--- src/rtl/cmp_seq_ctrl.sv ---
// Sequential magnitude compare of two multi-nibble operands through an external
// 4-bit comparator, MSB nibble first, with early exit, abort and sanity check.
module cmp_seq_ctrl #(
  parameter int NIB = 4
) (
  input  logic             clk,
  input  logic             rst_n,
  input  logic             start,
  input  logic             abort,
  input  logic [4*NIB-1:0] op_a,
  input  logic [4*NIB-1:0] op_b,
  output logic [3:0]       cmp_a,
  output logic [3:0]       cmp_b,
  input  logic [2:0]       cmp_q,
  output logic             busy,
  output logic             done,
  output logic [2:0]       result,
  output logic             err
);

  localparam int W  = 4 * NIB;
  localparam int IW = (NIB > 1) ? $clog2(NIB) : 1;
  localparam logic [IW-1:0] IDX_TOP = IW'(NIB - 1);

  typedef enum logic [1:0] {
    ST_IDLE = 2'd0,
    ST_CMP  = 2'd1,
    ST_DONE = 2'd2
  } state_t;

  state_t        state_q, state_d;
  logic [IW-1:0] idx_q, idx_d;
  logic [W-1:0]  opa_q, opa_d;
  logic [W-1:0]  opb_q, opb_d;
  logic [2:0]    result_q, result_d;
  logic          err_q, err_d;

  // Present the current nibble pair to the external comparator only while comparing.
  always_comb begin
    cmp_a = 4'h0;
    cmp_b = 4'h0;
    if (state_q == ST_CMP) begin
      cmp_a = opa_q[{idx_q, 2'b00} +: 4];
      cmp_b = opb_q[{idx_q, 2'b00} +: 4];
    end else begin
      cmp_a = 4'h0;
      cmp_b = 4'h0;
    end
  end

  // Next-state and datapath update; abort outranks every comparator outcome.
  always_comb begin
    state_d  = state_q;
    idx_d    = idx_q;
    opa_d    = opa_q;
    opb_d    = opb_q;
    result_d = result_q;
    err_d    = err_q;
    case (state_q)
      ST_IDLE: begin
        if (start) begin
          opa_d    = op_a;
          opb_d    = op_b;
          idx_d    = IDX_TOP;
          err_d    = 1'b0;
          result_d = 3'b000;
          state_d  = ST_CMP;
        end else begin
          state_d = ST_IDLE;
        end
      end
      ST_CMP: begin
        if (abort) begin
          result_d = 3'b000;
          state_d  = ST_IDLE;
        end else begin
          case (cmp_q)
            3'b100, 3'b001: begin
              result_d = cmp_q;
              state_d  = ST_DONE;
            end
            3'b010: begin
              if (idx_q != {IW{1'b0}}) begin
                idx_d = idx_q - IW'(1);
              end else begin
                result_d = 3'b010;
                state_d  = ST_DONE;
              end
            end
            default: begin
              // Comparator produced an impossible code: flag it rather than guess.
              result_d = 3'b000;
              err_d    = 1'b1;
              state_d  = ST_DONE;
            end
          endcase
        end
      end
      ST_DONE: begin
        state_d = ST_IDLE;
      end
      default: begin
        state_d = ST_IDLE;
      end
    endcase
  end

  // State and datapath registers with synchronous active-low reset.
  always_ff @(posedge clk) begin
    if (!rst_n) begin
      state_q  <= ST_IDLE;
      idx_q    <= IDX_TOP;
      opa_q    <= {W{1'b0}};
      opb_q    <= {W{1'b0}};
      result_q <= 3'b000;
      err_q    <= 1'b0;
    end else begin
      state_q  <= state_d;
      idx_q    <= idx_d;
      opa_q    <= opa_d;
      opb_q    <= opb_d;
      result_q <= result_d;
      err_q    <= err_d;
    end
  end

  assign busy   = (state_q == ST_CMP) || (state_q == ST_DONE);
  assign done   = (state_q == ST_DONE);
  assign result = result_q;
  assign err    = err_q;

endmodule
--- config.mk ---
export PLATFORM = sky130hd
export DESIGN_NAME = cmp_seq_ctrl
export DESIGN_NICKNAME = d
export VERILOG_FILES = /design/src/rtl/cmp_seq_ctrl.sv
export SDC_FILE = /design/constraint.sdc
export NUM_CORES = 1
export LEC_CHECK = 0
export ABC_CLOCK_PERIOD_IN_PS = 2700
export CORE_MARGIN = 2
export CORE_UTILIZATION = 51
export CTS_CLUSTER_SIZE = 10
export DETAILED_ROUTE_END_ITERATION = 6
export PLACE_DENSITY = 0.83
export SETUP_SLACK_MARGIN = 0.1
export SKIP_CTS_REPAIR_TIMING = 1
export SLEW_MARGIN = 20
export SYNTH_ARGS = -nofsm -noshare
export SYNTH_HDL_FRONTEND = slang
export SYNTH_SLANG_ARGS = --single-unit
--- constraint.sdc ---
create_clock -name clk -period 2.7 [get_ports clk]
set_input_delay 0.405 -clock clk [delete_from_list [all_inputs] [get_ports clk]]
set_output_delay 0.405 -clock clk [all_outputs]
set_load 0.1 [all_outputs]
==> impl_results.md, run 1 <==
* Via count of the first global-routing pass at about 1,600
* Root cell of the clock tree: sky130_fd_sc_hd__clkbuf_4
* CTS clk-pin slew, worst paths at 0.11 ns
* Final ANT Viol Nets at 0
* First-pass detailed-route iteration total at 4
* Die span in y at ~64 um
* Initial Util at roughly 54%
* Gate count of the mapped netlist at 214
* Accumulated negative setup slack at 0 ns
* Syn avg cell area at 8.65 um2
* Fin Hold WS at roughly 0.46 ns
* Sequential-to-total area share from yosys stat at a little over two fifths
* Std cell rows at 21
* Fraction of registers with async set or reset after synthesis at 0%
* Crit path DAT at 2.00 ns
* Leakage dissipation at ~1.0 nW
* Top flip-flop cell by instance count after synthesis: sky130_fd_sc_hd__dfxtp_1
* Total die area at a little over 4000 um2
* Layout cells sized above 1 at between 10% and 20%
* GRT Overall Usage at between 20% and 30%
* TritonCTS clock tree: built
* Number of antenna violations at the first check in global routing at 0
* Final period demand of the worst path at between 2 and 2.5 ns
* Final #Nets at 307
* Clock buffer count from CTS at 5
* Area of the core region at ~3400 um2
* Number of buffers added on ports at between 50 and 60
* Fin cells at 311
* Pin count of the biggest net entering global routing at 20
* Post-route total power at around 1.3 mW
* Highest Clock Rate at ~420 MHz
* Chip Width at between 60 and 70 um
* Classification of the worst-slack hold path: register to register
* Number of sinks on the clock net at 40
* Maximum number of buffers from clock root to sink at 2
* Global-route wire length before repair at 7.00 mm
* Classification of the worst setup path: register to output port
* Synth Register Bits at 40
* DR DRC count at 0
* Maximum VDD drop at 0.364 mV
* Worst-Skew Late Latency at 0.37 ns
* Total standard cell area after synthesis at between 1500 and 2000 um2
* Syn_nets at 257
* WP data required at approximately 2.3 ns
* Kind of start point of the critical path: register
* Detailed-route vias per instance at between 5 and 6
* Largest fanout of any net on the critical path at 7
* # Max-Cap Violations at 0
* Number of I/O pins at 53
* Total global routing overflow at 0
* Total length of routed wires at around 4.2 mm
* Critical path capture point type: output port
* Register-to-register path setup slack at 0.71 ns
* Total half-perimeter wirelength after legalization and detailed placement at between 2 and 3 mm
* Syn. warnings at 0
* Area grow syn2layout at 38.2%
* Clock Skews at around 0.0086 ns
* Number of antenna cells inserted at 0
* Routed wire per std cell at approximately 13 um
* Power per cell area at around 510 nW/um2
* Max Slew Vio Count at 0
* Final setup violation count at 0
* Slew Limit Headroom at between 60 and 70%
* Number of enable flip-flop cells after synthesis at 0
* Hold Fails Final Rpt at 0
* RSZ-0062 raised after global routing: false
* Outcome: complete, no violations
* H-tree Lvls at 2
* Cell variety after synth at 35
* Least-Margin Pin Slew at 0.596 ns
* Number of vias after detailed routing at 1,634
* Routability congestion estimate from global placement at approximately 0.75
* Final critical-path share of the clock period at about 89%
* Initial DRC count at roughly 120
* Placed cell count at about 300
[critical path: stages, from the launching register on]
cell	delay, ns
sky130_fd_sc_hd__dfxtp_1	0.53
sky130_fd_sc_hd__buf_4	0.24
sky130_fd_sc_hd__mux4_2	0.49
sky130_fd_sc_hd__and2_1	0.20
sky130_fd_sc_hd__buf_12	0.17
[cell usage in the layout, fill, tap and decap left out, types with 2 or more instances in the layout]
cell / n
sky130_fd_sc_hd__nand2_1: 67
sky130_fd_sc_hd__dfxtp_1: 40
sky130_fd_sc_hd__clkdlybuf4s50_1: 38
sky130_fd_sc_hd__a21oi_1: 35
sky130_fd_sc_hd__buf_4: 11
sky130_fd_sc_hd__and2_1: 10
sky130_fd_sc_hd__buf_12: 8
sky130_fd_sc_hd__mux4_2: 7
sky130_fd_sc_hd__inv_1: 5
sky130_fd_sc_hd__clkbuf_4: 5
sky130_fd_sc_hd__nor2_1: 4
sky130_fd_sc_hd__ha_1: 4
sky130_fd_sc_hd__nand3_1: 3
sky130_fd_sc_hd__mux2i_1: 2
sky130_fd_sc_hd__o21ai_0: 2
sky130_fd_sc_hd__clkbuf_8: 2
[cells in the mapped netlist (2+ instances only)]
cell type	instances	area (um2)
sky130_fd_sc_hd__dfxtp_1	40	801
sky130_fd_sc_hd__o21ai_0	2	10.0
sky130_fd_sc_hd__buf_2	6	30.0
sky130_fd_sc_hd__nand3_1	3	15.0
sky130_fd_sc_hd__nor2_1	4	15.0
sky130_fd_sc_hd__clkbuf_1	7	26.3
sky130_fd_sc_hd__and2_1	10	62.6
sky130_fd_sc_hd__mux2i_1	2	20.0
sky130_fd_sc_hd__mux4_2	7	158
sky130_fd_sc_hd__ha_1	4	50.1
sky130_fd_sc_hd__nand2_1	67	251
sky130_fd_sc_hd__a21oi_1	35	175
sky130_fd_sc_hd__inv_1	5	18.8
[where the power goes]
part | switching (mW) | total, mW | internal [mW]
Combinational | 0.117 | 0.223 | 0.107
Sequential | 0.0164 | 0.637 | 0.621
Clock | 0.198 | 0.444 | 0.246
Total | 0.331 | 1.30 | 0.973
[registers in the layout (all words and copies together), names as in the netlist]
register / flops
result: 3
err: 1
idx_q: 2
state_q: 2
opb_q: 16
opa_q: 16
[kinds of logic after synthesis]
family | synth area share (%)
mux | 11.8
simple gates | 23.3
xor+xnor | 0.473
fa+ha+maj | 2.70
flops | 43.2
compound gates | 13.6
buf+inv | 4.87
[path summary, 6_finish.rpt]
path                              start               endpoint  cells after the start
setup reg to reg  idx_q[0]$_SDFFE_PN1P_  idx_q[1]$_SDFFE_PN1P_                      6
setup / recovery  idx_q[0]$_SDFFE_PN1P_               cmp_a[0]                      4
hold / removal    opa_q[4]$_SDFFE_PN0N_  opa_q[4]$_SDFFE_PN0N_                      2
hold reg to reg   opa_q[4]$_SDFFE_PN0N_  opa_q[4]$_SDFFE_PN0N_                      2
[area by class of cell]
class | count | area [um2]
multi-input combinational | 154 | 961
inverter | 6 | 22.5
sequential | 40 | 801
tap | 46 | 57.6
clock inverter | 1 | 30.0
clock buffer | 7 | 65.1
fill | 276 | 856
timing repair buffer | 57 | 623
[routing by layer]
| metal | part of all wire [%] | vias to the layer above | global-route usage [%] |
|---|---|---|---|
| met3 | 6.1 | 9 | 7.57 |
| met4 | 1.6 | 0 | 9.31 |
| met5 | 0 | - | 0 |
| met1 | 41 | 745 | 25.4 |
| li1 | - | 824 | - |
| met2 | 51 | 56 | 38.8 |
[per-stage QoR]
| stage | worst slack, ns | area, um2 | util (%) |
|---|---|---|---|
| global route | 0.162 | 2560 | 74.9 |
| finish | 0.292 | 2560 | 74.9 |
| detailed placement | 0.677 | 2460 | 72.2 |
| CTS | 0.267 | 2560 | 74.9 |
| floorplan | 0.730 | 1850 | - |
| global placement | 0.684 | 2460 | 72.2 |
Note: power is estimated with default switching activity, not from simulation.
==> inputs of run 2 (changes only) <==
Settings changed: ABC_CLOCK_PERIOD_IN_PS 2700 to unset.
==> results of run 2 <==
The final DEF is identical to that of run 1; final timing and power are the same.
